$ cat src/rtl/dest_ip_tbl_ctrl.sv
// Command/response front end for the destination-IP table: one outstanding
// read, write or clear-all sweep, with ack timeout and saturating statistics.
module dest_ip_tbl_ctrl #(
    parameter int C_S_AXI_DATA_WIDTH = 32,
    parameter int C_TBL_ADDR_WIDTH   = 5,
    parameter int C_TIMEOUT          = 16
) (
    input  logic                          AXI_ACLK,
    input  logic                          AXI_RESET,

    // Command/response handshakes: a transfer happens on any rising edge where
    // valid and ready are both high; valid holds its payload until then.
    input  logic                          cmd_valid,
    output logic                          cmd_ready,
    input  logic [1:0]                    cmd_op,
    input  logic [C_TBL_ADDR_WIDTH-1:0]   cmd_addr,
    input  logic [C_S_AXI_DATA_WIDTH-1:0] cmd_wdata,

    output logic                          resp_valid,
    input  logic                          resp_ready,
    output logic [C_S_AXI_DATA_WIDTH-1:0] resp_rdata,
    output logic                          resp_err,

    output logic                          tbl_rd_req,
    output logic                          tbl_wr_req,
    output logic [C_TBL_ADDR_WIDTH-1:0]   tbl_rd_addr,
    output logic [C_TBL_ADDR_WIDTH-1:0]   tbl_wr_addr,
    output logic [C_S_AXI_DATA_WIDTH-1:0] tbl_wr_data,
    input  logic [C_S_AXI_DATA_WIDTH-1:0] tbl_rd_data,
    input  logic                          tbl_rd_ack,
    input  logic                          tbl_wr_ack,

    output logic [31:0]                   wr_count,
    output logic [31:0]                   rd_count,
    output logic [31:0]                   timeout_count,

    output logic [2:0]                    dbg_state_o
);

    typedef enum logic [2:0] {
        S_IDLE     = 3'd0,
        S_REQ      = 3'd1,
        S_WAIT     = 3'd2,
        S_CLR_REQ  = 3'd3,
        S_CLR_WAIT = 3'd4,
        S_RESP     = 3'd5
    } state_t;

    localparam int CW = (C_TIMEOUT > 1) ? $clog2(C_TIMEOUT) : 1;
    localparam logic [CW-1:0]               TO_LAST  = CW'(C_TIMEOUT - 1);
    localparam logic [C_TBL_ADDR_WIDTH-1:0] IDX_LAST = '1;

    state_t                          state_q;
    logic                            is_wr_q;
    logic [CW-1:0]                   tmo_q;
    logic [C_TBL_ADDR_WIDTH-1:0]     idx_q;
    logic                            rd_req_q;
    logic                            wr_req_q;
    logic [C_TBL_ADDR_WIDTH-1:0]     rd_addr_q;
    logic [C_TBL_ADDR_WIDTH-1:0]     wr_addr_q;
    logic [C_S_AXI_DATA_WIDTH-1:0]   wr_data_q;
    logic                            resp_valid_q;
    logic [C_S_AXI_DATA_WIDTH-1:0]   resp_rdata_q;
    logic                            resp_err_q;
    logic [31:0]                     wr_cnt_q;
    logic [31:0]                     rd_cnt_q;
    logic [31:0]                     to_cnt_q;
    logic                            cmd_accept;
    logic                            op_ack;
    logic [C_TBL_ADDR_WIDTH-1:0]     idx_d;

    function automatic logic [31:0] sat_inc(input logic [31:0] v);
        return (v == 32'hFFFF_FFFF) ? v : v + 32'd1;
    endfunction

    // Ready is decoded from state so it is visible on the first cycle out of reset.
    assign cmd_ready  = (state_q == S_IDLE) && !AXI_RESET;
    assign cmd_accept = cmd_valid && cmd_ready;
    assign op_ack     = is_wr_q ? tbl_wr_ack : tbl_rd_ack;
    assign idx_d      = idx_q + 1'b1;

    always_ff @(posedge AXI_ACLK) begin
        if (AXI_RESET) begin
            state_q      <= S_IDLE;
            is_wr_q      <= 1'b0;
            tmo_q        <= '0;
            idx_q        <= '0;
            rd_req_q     <= 1'b0;
            wr_req_q     <= 1'b0;
            rd_addr_q    <= '0;
            wr_addr_q    <= '0;
            wr_data_q    <= '0;
            resp_valid_q <= 1'b0;
            resp_rdata_q <= '0;
            resp_err_q   <= 1'b0;
            wr_cnt_q     <= '0;
            rd_cnt_q     <= '0;
            to_cnt_q     <= '0;
        end else begin
            rd_req_q <= 1'b0;
            wr_req_q <= 1'b0;
            case (state_q)
                S_IDLE: begin
                    if (cmd_accept) begin
                        tmo_q        <= '0;
                        resp_rdata_q <= '0;
                        resp_err_q   <= 1'b0;
                        case (cmd_op)
                            2'd0: begin
                                is_wr_q   <= 1'b0;
                                rd_req_q  <= 1'b1;
                                rd_addr_q <= cmd_addr;
                                state_q   <= S_REQ;
                            end
                            2'd1: begin
                                is_wr_q   <= 1'b1;
                                wr_req_q  <= 1'b1;
                                wr_addr_q <= cmd_addr;
                                wr_data_q <= cmd_wdata;
                                state_q   <= S_REQ;
                            end
                            2'd2: begin
                                is_wr_q   <= 1'b1;
                                idx_q     <= '0;
                                wr_req_q  <= 1'b1;
                                wr_addr_q <= '0;
                                wr_data_q <= '0;
                                state_q   <= S_CLR_REQ;
                            end
                            default: begin
                                resp_valid_q <= 1'b1;
                                resp_err_q   <= 1'b1;
                                state_q      <= S_RESP;
                            end
                        endcase
                    end
                end
                S_REQ: begin
                    tmo_q   <= '0;
                    state_q <= S_WAIT;
                end
                S_WAIT: begin
                    // An ack on the last counted cycle still wins over the timeout.
                    if (op_ack) begin
                        if (is_wr_q) begin
                            wr_cnt_q <= sat_inc(wr_cnt_q);
                        end else begin
                            rd_cnt_q     <= sat_inc(rd_cnt_q);
                            resp_rdata_q <= tbl_rd_data;
                        end
                        resp_valid_q <= 1'b1;
                        state_q      <= S_RESP;
                    end else if (tmo_q == TO_LAST) begin
                        to_cnt_q     <= sat_inc(to_cnt_q);
                        resp_valid_q <= 1'b1;
                        resp_err_q   <= 1'b1;
                        state_q      <= S_RESP;
                    end else begin
                        tmo_q <= tmo_q + 1'b1;
                    end
                end
                S_CLR_REQ: begin
                    tmo_q   <= '0;
                    state_q <= S_CLR_WAIT;
                end
                S_CLR_WAIT: begin
                    if (tbl_wr_ack) begin
                        wr_cnt_q <= sat_inc(wr_cnt_q);
                        if (idx_q == IDX_LAST) begin
                            resp_valid_q <= 1'b1;
                            state_q      <= S_RESP;
                        end else begin
                            idx_q     <= idx_d;
                            wr_req_q  <= 1'b1;
                            wr_addr_q <= idx_d;
                            state_q   <= S_CLR_REQ;
                        end
                    end else if (tmo_q == TO_LAST) begin
                        to_cnt_q     <= sat_inc(to_cnt_q);
                        resp_valid_q <= 1'b1;
                        resp_err_q   <= 1'b1;
                        state_q      <= S_RESP;
                    end else begin
                        tmo_q <= tmo_q + 1'b1;
                    end
                end
                S_RESP: begin
                    if (resp_ready) begin
                        resp_valid_q <= 1'b0;
                        resp_rdata_q <= '0;
                        resp_err_q   <= 1'b0;
                        state_q      <= S_IDLE;
                    end
                end
                default: state_q <= S_IDLE;
            endcase
        end
    end

    assign resp_valid    = resp_valid_q;
    assign resp_rdata    = resp_rdata_q;
    assign resp_err      = resp_err_q;
    assign tbl_rd_req    = rd_req_q;
    assign tbl_wr_req    = wr_req_q;
    assign tbl_rd_addr   = rd_addr_q;
    assign tbl_wr_addr   = wr_addr_q;
    assign tbl_wr_data   = wr_data_q;
    assign wr_count      = wr_cnt_q;
    assign rd_count      = rd_cnt_q;
    assign timeout_count = to_cnt_q;
    assign dbg_state_o   = state_q;

endmodule

$ cat config.mk
export PLATFORM = sky130hd
export DESIGN_NAME = dest_ip_tbl_ctrl
export DESIGN_NICKNAME = d
export VERILOG_FILES = /design/src/rtl/dest_ip_tbl_ctrl.sv
export SDC_FILE = /design/constraint.sdc
export NUM_CORES = 1
export LEC_CHECK = 0
export BUFFER_PORTS_ARGS = -buffer_cell sky130_fd_sc_hd__buf_2
export CAP_MARGIN = 15
export CORE_UTILIZATION = 40
export DETAILED_ROUTE_END_ITERATION = 10
export PLACE_DENSITY = 0.65
export SETUP_SLACK_MARGIN = 0.2
export SYNTH_ARGS = -nofsm -noshare
export SYNTH_HDL_FRONTEND = slang
export SYNTH_SLANG_ARGS = --single-unit
$ cat constraint.sdc
create_clock -name AXI_ACLK -period 2.6 [get_ports AXI_ACLK]
set_input_delay 0.13 -clock AXI_ACLK [delete_from_list [all_inputs] [get_ports AXI_ACLK]]
set_output_delay 0.13 -clock AXI_ACLK [all_outputs]
set_load 0.02 [all_outputs]
* Word level (Yosys, flattened, before mapping)
Index checks and enable logic that the tools add are counted.
** Word-level totals
- Bits in registers :: 187
- Bits in latches :: 0
- Memory bits (writable) :: 0
- Bits in read-only memories :: 0
- Output and inout bits :: 178
- Logic and storage cells :: 138
- Memories kept :: 0
** Cells by class
- Add/sub/neg operators :: 5
- Multiply operators :: 0
- Divide/modulo/power cells :: 0
- Magnitude comparators :: 0
- Eq/ne operators :: 25
- Shift-type cells :: 0
- Muxes and demuxes :: 59
- Bitwise operators :: 4
- Reduce and logical (&&, ||, !) cells :: 30
** Operator list (number)
- two-way mux 32 bit :: 12
- case mux 32 bit (2 select lines) :: 3
- adder 32 x 1 -> 32 bit (second input constant) :: 3
- equality test 32 bit (second input constant) :: 3
- case mux 32 bit (3 select lines) :: 1
- case mux 5 bit (2 select lines) :: 3
- two-way mux 5 bit :: 5
- AND reduction 5 bit :: 5
- inequality test 2 bit (second input constant) :: 10
- two-way mux 1 bit :: 18
- two-way mux 3 bit :: 6
- case mux 3 bit (6 select lines) :: 1
- two-way mux 4 bit :: 4
- case mux 4 bit (4 select lines) :: 1
- AND reduction 3 bit :: 4
- AND reduction 4 bit :: 3
- case mux 1 bit (4 select lines) :: 2
- nonzero test 2 bit :: 4
- nonzero test 4 bit :: 2
- equality test 3 x 2 -> 1 bit (second input constant) :: 2
- equality test 3 bit (second input constant) :: 2
- case mux 3 bit (2 select lines) :: 1
- OR reduction 2 bit :: 3
- OR reduction 3 bit :: 2
- other kinds (18) :: 23

* Longest topological paths before layout
Gate-level depths: netlist (run 1).
- Depth in word-level cells :: 5
- Gate-level depth with buffers :: 8
- Depth with buffers taken out :: 8

* Worst setup path after synthesis (run 1)
No wires, ideal clock.
- Kind :: register -> register
- From :: reg wr_cnt_q[0], in the netlist wr_count[0]
- To :: reg wr_cnt_q[25], in the netlist wr_count[25]
- Arrival time :: 2.197 ns
- Data required time :: 2.477 ns
- Slack :: 0.279 ns
- Cell stages (with the launch flop) :: 8
- Clock period less this slack :: 2.321 ns
- Path through :: dfxtp_1 > ha_1 > nand3_2 > or4_4 > o31ai_4 > buf_4 > nor4_1 > mux2_1
** Between the ends
- Longest elaborated chain between the ends :: 5
** RTL lines
- start: declaration :: RTL line 65 : logic [31:0] wr_cnt_q;
- start signal: assignment :: RTL line 146 : wr_cnt_q <= sat_inc(wr_cnt_q);
- start signal: assignment :: RTL line 168 : wr_cnt_q <= sat_inc(wr_cnt_q);
- adder 32 x 1 -> 32 bit / equality test 32 bit (equally long branches) :: RTL line 73 : return (v == 32'hFFFF_FFFF) ? v : v + 32'd1;
- two-way mux 32 bit (*) :: RTL line 73
- two-way mux 32 bit :: RTL line 145 : if (is_wr_q) begin
- two-way mux 32 bit :: RTL line 144 : if (op_ack) begin
- case mux 32 bit (2 select lines) (*) :: RTL line 102 : case (state_q)
Mark *: on every way between the ends. The rest lies on a longest branch, timed or not. The select of a mux whose other input is x is not followed.
A chain may end at the register's enable or synchronous reset.

* Worst setup path in the final report (run 1)
- From :: reg wr_cnt_q[1], in the netlist wr_count[1]
- To :: reg wr_cnt_q[5], in the netlist wr_count[5]
The elaborated chain is that of the path after synthesis.

==> results of run 1 <==
what timing repair did:
| action | in CTS | in global routing |
|---|---|---|
| endpoints found under the setup margin | 6 | 55 |
| setup buffers | 2 | 1 |
| hold buffers | 68 | 0 |
| resized for setup | 1 | 11 |
| pin swaps | 1 | 1 |
| gates cloned | 1 | 0 |
| endpoints found under the hold margin | 68 | 0 |
power by group through the flow:
stage | clock network [mW] | logic [mW] | registers [mW]
2_1_floorplan | 0 | 0.346 | 3.08
3_3_place_gp | 0 | 0.646 | 3.02
3_5_place_dp | 0 | 0.650 | 3.02
4_1_cts | 2.72 | 0.740 | 2.96
5_1_grt | 2.84 | 0.805 | 2.97
6_report | 2.65 | 0.746 | 2.96
final cells by class:
cell class | count | area, µm²
Timing Repair Buffer | 350 | 2230
Clock inverter | 15 | 171
Tap cell | 280 | 350
Antenna cell | 1 | 2.50
Clock buffer | 17 | 425
Multi-Input combinational cell | 803 | 4750
Fill cell | 2036 | 10000
Sequential cell | 187 | 3740
Inverter | 19 | 71.3
how the worst min path moves through the flow:
stage | start | endpoint | slack (ps) | depth (start not counted)
2_1_floorplan | tbl_rd_data[0] | resp_rdata[0]$_SDFFE_PP0P_ | 270 | 2
3_3_place_gp | tbl_rd_data[6] | resp_rdata[6]$_SDFFE_PP0P_ | 370 | 3
4_1_cts | cmd_wdata[22] | tbl_wr_data[22]$_SDFFE_PP0P_ | 4 | 3
3_5_place_dp | tbl_rd_data[8] | resp_rdata[8]$_SDFFE_PP0P_ | 380 | 3
5_1_grt | cmd_wdata[22] | tbl_wr_data[22]$_SDFFE_PP0P_ | 5 | 3
6_report | cmd_wdata[22] | tbl_wr_data[22]$_SDFFE_PP0P_ | 30 | 3
critical path: stages, from the launching register on:
cell     delay (ps)
dfxtp_1         380
ha_1            200
nand3_2         150
or4_4           580
o31ai_4         290
buf_12          210
nor3_1           70
mux2_1          300
layout by cell type, fill, tap and decap left out, drive strengths merged, types with 3 or more instances in the layout:
master / instances
clkbuf: 17
mux2: 14
o21ai: 56
or3b: 4
buf: 281
a211o: 3
o22ai: 3
and4: 11
and2: 9
o31ai: 36
clkinv: 6
nor3b: 3
dlygate4sd3: 68
nor3: 17
a21oi: 155
inv: 27
or4: 37
a211oi: 9
nor2b: 19
xor2: 3
nand3b: 4
nor2: 51
nand2: 113
or3: 46
a31oi: 5
nand4: 29
nor4b: 3
nor4: 10
nand3: 102
mux2i: 7
dfxtp: 187
and3: 17
nand2b: 6
ha: 11
xnor2: 3
per-layer routing:
layer,vias to the layer above,wire length [µm],track usage (%)
li1,4567,-,-
met1,4386,11700,29.8
met2,313,12300,35.9
met3,33,1780,5.27
met4,0,551,7.55
met5,-,0,0
registers in the layout, indices dropped and copies added (netlist names), 3 cells and up:
signal,count
rd_count,32
resp_rdata,32
tbl_wr_data,32
timeout_count,32
wr_count,32
idx_q,5
tbl_rd_addr,5
tbl_wr_addr,5
tmo_q,4
dbg_state_o,3
cells by family (layout without fill, tap and decap cells):
group,Yosys count,in the layout
compound gates,280,280
buf+inv,88,401
simple gates,485,485
mux,21,21
xor+xnor,6,6
other cells,0,1
flops,187,187
fa+ha+maj,11,11
stage by stage:
step	setup WS, ps	hold WS (ps)	power, mW
final	305	25.2	6.36
after global routing	181	4.66	6.62
after CTS	217	3.67	6.42
after detailed placement	113	377	3.67
after global placement	189	371	3.67
after floorplan	279	266	3.43
==> run summary, run 1 <==
Mux cell area share after synthesis: 2.66%
Final hold vios: 0
Relative slew slack: 49.1%
Final net count: 1466
Max Freq: 436 MHz
CTS tree: built
Setup crit start kind: flip-flop
Sw frac: 27.6%
Largest family of logic cells by synthesized area: simple AND/OR/NAND/NOR gates
Clock sinks: 187
Share of cells above drive strength 1: 25.4%
Placed cell area: 10400 µm²
CP startpoint: wr_count[1]$_SDFFE_PP0P_
Starting Density: 40.6%
Count of final setup violators: 0
Boundary pin count: 255
Crit path to: wr_count[5]$_SDFFE_PP0P_
Combinational power share: 11.7%
Cells after Synth: 1078
Synth Area in Compound Gates: 18.1%
Placed instance count: 1567
DR vias/cell: 5.56
Die area: 22700 µm²
Net Switching: 1.76 mW
Initial antenna violation count: 1
Die height: 151 µm
Adder-cell share of the synthesized area: 1.56%
H-Tree Depth: 4
Fin area: 11700 µm²
Post-Synth Simple-Gate Area: 30.4%
Non-Filler Instances: 1672
Worst-Skew Late Latency: 420 ps
GPL Wtd Cong: 0.839
Tmin final: 2300 ps
Synth-to-layout area growth: 32.9%
Vias in the first global route: 8281
Ys flop type: dfxtp_1
Setup CP Type: reg2reg
Largest net degree at the start of global routing: 150
Unrepaired setup endpoints after global routing: false
R2R depth: 7
Worst-path fanout max: 24
Synth top area share: 42.3%
Finished Core Util: 54.0%
Worst-margin pin slew: 760 ps
Clk pwr share: 41.7%
GR Overflow Total: 0
Setup TNS: 0 ps
Worst R2R Setup Slack: 300 ps
Area leader, netlist: dfxtp_1
Routed vias: 9299
Yosys reg bits: 187
CTS buffer count: 17
Post-DRT Antenna Nets: 0
I/O Buffers: 254
Worst clock skew: 12.2 ps
Int Pwr: 4.60 mW
XOR/XNOR Fraction of Synth Area: 0.594%
EDFF count, synth: 0
CTS clock-pin slew for the worst setup and hold paths: 70 ps
Drt drc: 0
Maximum clock path buffer count: 2
Sequential share of power: 46.5%
Nature of the critical path endpoint: flip-flop
Arrival time at the worst endpoint: 2610 ps
First-pass iteration count of the detailed router: 5
Crit path required time: 2910 ps
Max-slew violation count: 0
Distinct cells, synth: 68
First-pass GRT wire length: 41.3 mm
Max VDD drop: 0.000390 V
Top-count cell post-synth: dfxtp_1
Sequential fraction of the synthesis area: 42.3%
Leak: 4.74 nW
Synthesized area per cell: 8.20 µm²
GRT Total Usage: 22.5%
Largest cells by area after synthesis: dfxtp_1 (42%), a21oi_1 (8.8%), nand3_1 (5.7%), nand2_1 (4.8%), or3_1 (3.3%)
Max Cap Viol: 0
Post-Syn Area: 8840 µm²
Reg-to-reg endpoint: wr_count[5]$_SDFFE_PP0P_
Post-synth ARST share: 0%
Per-cell routed wire length: 15.7 µm
Post-synth top cells: dfxtp_1 (187), a21oi_1 (155), nand2_1 (113), nand3_1 (101), nor2_1 (49)
Pwr Density: 541 nW/µm²
Core ar.: 21800 µm²
FF-to-FF Start: wr_count[1]$_SDFFE_PP0P_
YS warnings: 0
Detailed Place HPWL: 17.4 mm
1st-iter DRT viols: 527
Final period util: 88.3%
Min-delay worst type: in2reg
Clk root buf: clkbuf_16
Final WL: 26.3 mm
Die Width: 151 µm
FP Rows: 54
Syn nets: 1166
Status: finished clean
Power figures use the tool's default switching activity.
==> run 2: changes to the inputs <==
Settings changed: SLEW_MARGIN set to 20.
Clock period 2.6 ns to 2.9 ns, I/O delays scaled along.
==> run 2 against run 1 <==
Effect of this change:
- sequential cell count unchanged
- largest power group unchanged
- utilization down 0.80 points
- register-to-register slack better by 160 ps
- routed wire length down 0.41%
- critical path type unchanged
- highest routed layer unchanged
- fmax down 5.9%
- final area down 1.5%
- sequential power down 10%
- count of clock-buffer cells in the layout unchanged
- non-clock buffer count down 10
==> run summary, run 2 (same netlist as run 1, synthesis figures left out) <==
FP Rows: 54 (unchanged)
Initial antenna violation count: 0 (-1)
Leak: 4.65 nW (-1.8%)
GPL Wtd Cong: 0.894 (+6.5%)
Per-cell routed wire length: 15.8 µm (+0.25%)
Worst-margin pin slew: 848 ps (+87.7 ps)
Met2 wire length: 12.6 mm (+2.7%)
CTS buffer count: 17 (unchanged)
First-pass iteration count of the detailed router: 5 (unchanged)
Clk root buf: clkbuf_16
Finished Core Util: 53.2% (-0.80 points)
Sequential share of power: 47.4% (+0.9 points)
Final period util: 84.1% (-4.1 points)
Nature of the critical path endpoint: flip-flop
Met3 Wirelength: 1.81 mm (+1.9%)
Final hold slack: 26.6 ps (+1.38 ps)
Clk pwr share: 41.1% (-0.6 points)
Max Freq: 410 MHz (-5.9%)
Most common cell after layout, fill and taps aside: buf_2
Count of final setup violators: 0 (unchanged)
Non-Filler Instances: 1661 (-0.66%)
Setup crit start kind: flip-flop
Min-delay worst type: in2reg
Metal-1 WL: 11.6 mm (-0.91%)
Starting Density: 40.6% (unchanged)
Arrival time at the worst endpoint: 2750 ps (+140 ps)
Post-route setup slack: 460 ps (+156 ps)
Sw frac: 28.3% (+0.62 points)
CTS tree: built
Relative slew slack: 43.5% (-5.6 points)
Pwr Density: 484 nW/µm² (-11%)
Worst-Skew Late Latency: 430 ps (about the same)
Max VDD drop: 0.000340 V (-13%)
Final WL: 26.2 mm (-0.41%)
Die area: 22700 µm² (unchanged)
I/O Buffers: 254 (unchanged)
GR Overflow Total: 0 (unchanged)
GRT Total Usage: 22.7% (+0.20 points)
Vias in the first global route: 8276 (-0.060%)
1st-iter DRT viols: 495 (-6.1%)
Unrepaired setup endpoints after global routing: false
Final hold vios: 0 (unchanged)
Status: finished clean
Fin area: 11600 µm² (-1.5%)
Placed cell area: 10300 µm² (-0.68%)
Core ar.: 21800 µm² (unchanged)
Die height: 151 µm (unchanged)
DR vias/cell: 5.49 (-1.3%)
Largest net degree at the start of global routing: 168 (+12%)
Boundary pin count: 255 (unchanged)
Worst-path fanout max: 6 (-75%)
Drt drc: 0 (unchanged)
Tmin final: 2440 ps (+144 ps)
Placed instance count: 1561 (-0.38%)
Setup CP Type: reg2reg
Final net count: 1456 (-0.68%)
Clock sinks: 187 (unchanged)
First-pass GRT wire length: 41.5 mm (+0.40%)
Setup TNS: 0 ps (unchanged)
Synth-to-layout area growth: 30.9%
Detailed Place HPWL: 17.5 mm (+0.76%)
Combinational power share: 11.4% (-0.3 points)
Maximum clock path buffer count: 2 (unchanged)
Net Switching: 1.58 mW (-9.9%)
H-Tree Depth: 4 (unchanged)
Int Pwr: 4.02 mW (-13%)
Tot Pwr: 5.60 mW (-12%)
Uppermost routed layer: met4
Die Width: 151 µm (unchanged)
Most frequent cells in the layout: buf_2 (253), dfxtp_1 (186), a21oi_1 (155), nand2_1 (113), nand3_1 (100)
Worst clock skew: 12.4 ps (+0.248 ps)
Post-DRT Antenna Nets: 0 (unchanged)
Max-slew violation count: 0 (unchanged)
Max Cap Viol: 0 (unchanged)
Routed vias: 9115 (-2.0%)
Crit path required time: 3210 ps (+300 ps)
Worst slack, placed: 302 ps (+189 ps)
CTS clock-pin slew for the worst setup and hold paths: 80 ps (about the same)
N_diodes: 0 (-1)
Share of cells above drive strength 1: 24.3% (-1.1 points)
run 2: changes by cell type in the layout (fill, tap and decap cells not counted), sizes merged:
cell	change
buf	-8
dlygate4sd3	-1
diode	-1
bufbuf	-1
clkinv	+2
bufinv	-1
inv	-1
run 2: cell type report:
class,count,area [µm²]
Fill cell,2061,10200
Multi-Input combinational cell,803,4720
Sequential cell,187,3740
Timing Repair Buffer,340,2100
Clock buffer,17,425
Tap cell,280,350
Clock inverter,15,156
Inverter,19,71.3
run 2: path summary, 6_finish.rpt:
| path | slack (ps) | end | startpoint | cells after the start |
|---|---|---|---|---|
| min | 30 | tbl_wr_data[30]$_SDFFE_PP0P_ | cmd_wdata[30] | 3 |
| max | 460 | timeout_count[25]$_SDFFE_PP0P_ | timeout_count[1]$_SDFFE_PP0P_ | 6 |
| min reg2reg | 450 | tbl_wr_data[12]$_SDFFE_PP0P_ | tbl_wr_data[12]$_SDFFE_PP0P_ | 2 |
| max reg2reg | 460 | timeout_count[25]$_SDFFE_PP0P_ | timeout_count[1]$_SDFFE_PP0P_ | 6 |
run 2: power groups by stage:
stage,sequential (mW),clock (mW),combinational [mW]
finish,2.66,2.31,0.641
CTS,2.66,2.38,0.631
global route,2.66,2.50,0.696
global placement,2.71,0,0.559
detailed placement,2.72,0,0.561
floorplan,2.76,0,0.311
run 2: routing by layer:
| layer | up-vias | GRT usage [%] |
|---|---|---|
| met5 | - | 0 |
| met4 | 0 | 4.95 |
| met3 | 12 | 5.85 |
| met2 | 269 | 37.6 |
| met1 | 4277 | 29.7 |
| li1 | 4557 | - |
run 2: what timing repair did:
item	CTS	global route
endpoints found under the hold margin	66	1
hold buffers	66	1
buffers inserted	0	1
resized for setup	0	2
endpoints found under the setup margin	0	9
run 2: critical path, stage by stage (launching register included):
cell      delay [ps]
dfxtp_1          450
ha_1             320
and3_1           200
or4b_1           590
nor2_1           290
nand3b_1         160
mux2_1           310
==> run 3: changes to the inputs <==
Settings changed: PLACE_DENSITY 0.65 to 0.68.
Clock period 2.9 ns to 2.05 ns, I/O delays scaled along.
==> run 3 against run 2 <==
Effect of this change:
- non-clock buffer count is 178 higher
- sequential cell count stayed put
- hold slack better by 38 ps
- clock skew hardly changed
- via count is 13% higher
==> run summary, run 3 (same netlist as run 1, synthesis figures left out) <==
Status: finished clean
Die Width: 151 µm (unchanged)
Maximum clock path buffer count: 2 (unchanged)
Max Cap Viol: 0 (unchanged)
Fin area: 14300 µm² (+23%)
Detailed Place HPWL: 19.1 mm (+9.0%)
Reg-to-reg endpoint: timeout_count[21]$_SDFFE_PP0P_
Worst-Skew Late Latency: 440 ps (about the same)
CTS buffer count: 17 (unchanged)
Share of cells above drive strength 1: 45.6% (+21 points)
H-Tree Depth: 4 (unchanged)
Hold path start: resp_ready
Placed cell area: 11300 µm² (+9.2%)
Most frequent cells in the layout: buf_2 (253), buf_4 (149), a21oi_1 (133), dfxtp_1 (121), nand2_1 (106)
Max Freq: 491 MHz (+20%)
Min-delay worst type: in2reg
CTS tree: built
FP Rows: 54 (unchanged)
Setup crit start kind: flip-flop
Clk root buf: clkbuf_16
Core ar.: 21800 µm² (unchanged)
GR Overflow Total: 0 (unchanged)
Tmin final: 2040 ps (-404 ps)
Pwr Density: 591 nW/µm² (+22%)
Most common cell after layout, fill and taps aside: buf_2
Largest net degree at the start of global routing: 74 (-56%)
I/O Buffers: 254 (unchanged)
First-pass GRT wire length: 46.2 mm (+11%)
Synth-to-layout area growth: 61.6%
Die height: 151 µm (unchanged)
Crit path required time: 2350 ps (-860 ps)
Die area: 22700 µm² (unchanged)
Routed vias: 10300 (+13%)
Hold Path Depth: 3 (unchanged)
Max VDD drop: 0.000565 V (+66%)
Setup CP Type: reg2reg
Per-cell routed wire length: 17.1 µm (+8.1%)
Worst clock skew: 12.0 ps (-0.398 ps)
1st-iter DRT viols: 545 (+10%)
Relative slew slack: 46.1% (+2.7 points)
GRT Total Usage: 25.3% (+2.5 points)
Count of final setup violators: 0 (unchanged)
Final hold vios: 0 (unchanged)
Hold endpoint: dbg_state_o[2]$_SDFFE_PP0P_
First-pass iteration count of the detailed router: 5 (unchanged)
Unrepaired setup endpoints after global routing: true
Final period util: 99.3% (+15 points)
CTS clock-pin slew for the worst setup and hold paths: 80 ps (about the same)
GPL Wtd Cong: 0.858 (-4.0%)
Max-slew violation count: 0 (unchanged)
Final WL: 31.5 mm (+20%)
R2R depth: 7 (+1)
FF-to-FF Start: is_wr_q$_SDFFE_PP0P_
Leak: 5.90 nW (+27%)
Post-DRT Antenna Nets: 0 (unchanged)
Final net count: 1636 (+12%)
Clock sinks: 187 (unchanged)
Placed instance count: 1648 (+5.6%)
Boundary pin count: 255 (unchanged)
Initial antenna violation count: 1 (+1)
Vias in the first global route: 9220 (+11%)
Nature of the critical path endpoint: flip-flop
DR vias/cell: 5.58 (+1.7%)
Fillers: 1688 (-18%)
Worst R2R Setup Slack: 10 ps (-450 ps)
Worst-margin pin slew: 808 ps (-39.8 ps)
Starting Density: 40.6% (unchanged)
Non-Filler Instances: 1844 (+11%)
Arrival time at the worst endpoint: 2330 ps (-420 ps)
Drt drc: 0 (unchanged)
Worst-path fanout max: 5 (-1)
## run 3: changes by cell type in the layout (fill, tap and decap cells not counted), sizes merged
cell         change
dlygate4sd3      +2
clkinvlp         +2
diode            +3
bufinv           +2
buf            +173
or3b             +1
or3              +1
clkinv           -5
clkbuf           +4
## run 3: worst max path at each step
stage / startpoint / to / slack, ps / cells after the start
3_3_place_gp: timeout_count[1]$_SDFFE_PP0P_ / timeout_count[25]$_SDFFE_PP0P_ / 90 / 6
4_1_cts: wr_count[1]$_SDFFE_PP0P_ / wr_count[5]$_SDFFE_PP0P_ / 110 / 7
3_5_place_dp: timeout_count[16]$_SDFFE_PP0P_ / timeout_count[25]$_SDFFE_PP0P_ / 5 / 5
2_1_floorplan: timeout_count[1]$_SDFFE_PP0P_ / timeout_count[23]$_SDFFE_PP0P_ / 10 / 7
6_report: is_wr_q$_SDFFE_PP0P_ / timeout_count[21]$_SDFFE_PP0P_ / 10 / 7
5_1_grt: is_wr_q$_SDFFE_PP0P_ / timeout_count[21]$_SDFFE_PP0P_ / -100 / 7
## run 3: per-layer routing
| layer | up-vias | global-route usage [%] | wire, µm |
|---|---|---|---|
| met2 | 391 | 42.1 | 15500 |
| met4 | 0 | 9.40 | 720 |
| met1 | 4911 | 31.9 | 13100 |
| met5 | - | 0 | 0 |
| met3 | 55 | 5.48 | 2150 |
| li1 | 4939 | - | - |
## run 3: critical path: stages, from the launching register on
cell	delay, ps
dfxtp_4	360
mux2_4	320
o22ai_4	240
nand4_1	260
buf_4	230
buf_6	110
o31ai_1	270
a21oi_1	100
## run 3: area by class of cell
class                      instances  area (µm²)  area share (%)
sequential                       187        3890            27.2
clock inverter                    14         173            1.21
clock buffer                      18         439            3.07
inverter                          19        71.3           0.499
antenna                            3        7.51          0.0525
multi-input combinational        805        5630            39.4
timing repair buffer             518        3720            26.1
tap                              280         350            2.45
## run 3: repair_timing
item,4_1_cts,5_1_grt
setup endpoints to repair,105,116
resized for setup,76,160
pin swaps,46,84
endpoints found under the hold margin,71,0
cloned,7,6
hold buffers,69,0
buffers inserted,32,47
## run 3: power by group
| part | leakage (nW) | internal, mW | switching, mW |
|---|---|---|---|
| combinational | 4.06 | 0.547 | 0.660 |
| clock | 0.296 | 1.89 | 1.62 |
| sequential | 1.55 | 3.67 | 0.0535 |
| total | 5.90 | 6.11 | 2.33 |
## run 3: metrics by stage
step	TNS, ps	setup slack [ps]	power, mW	util [%]	hold slack [ps]
after global placement	0	87.3	4.71	51.8	343
after global routing	-358	-96.3	8.75	65.6	79.2
after floorplan	0	14.6	4.36	-	239
final	0	14.7	8.44	65.7	64.8
after detailed placement	0	4.91	4.71	51.8	348
after CTS	0	109	8.39	60.7	48.1
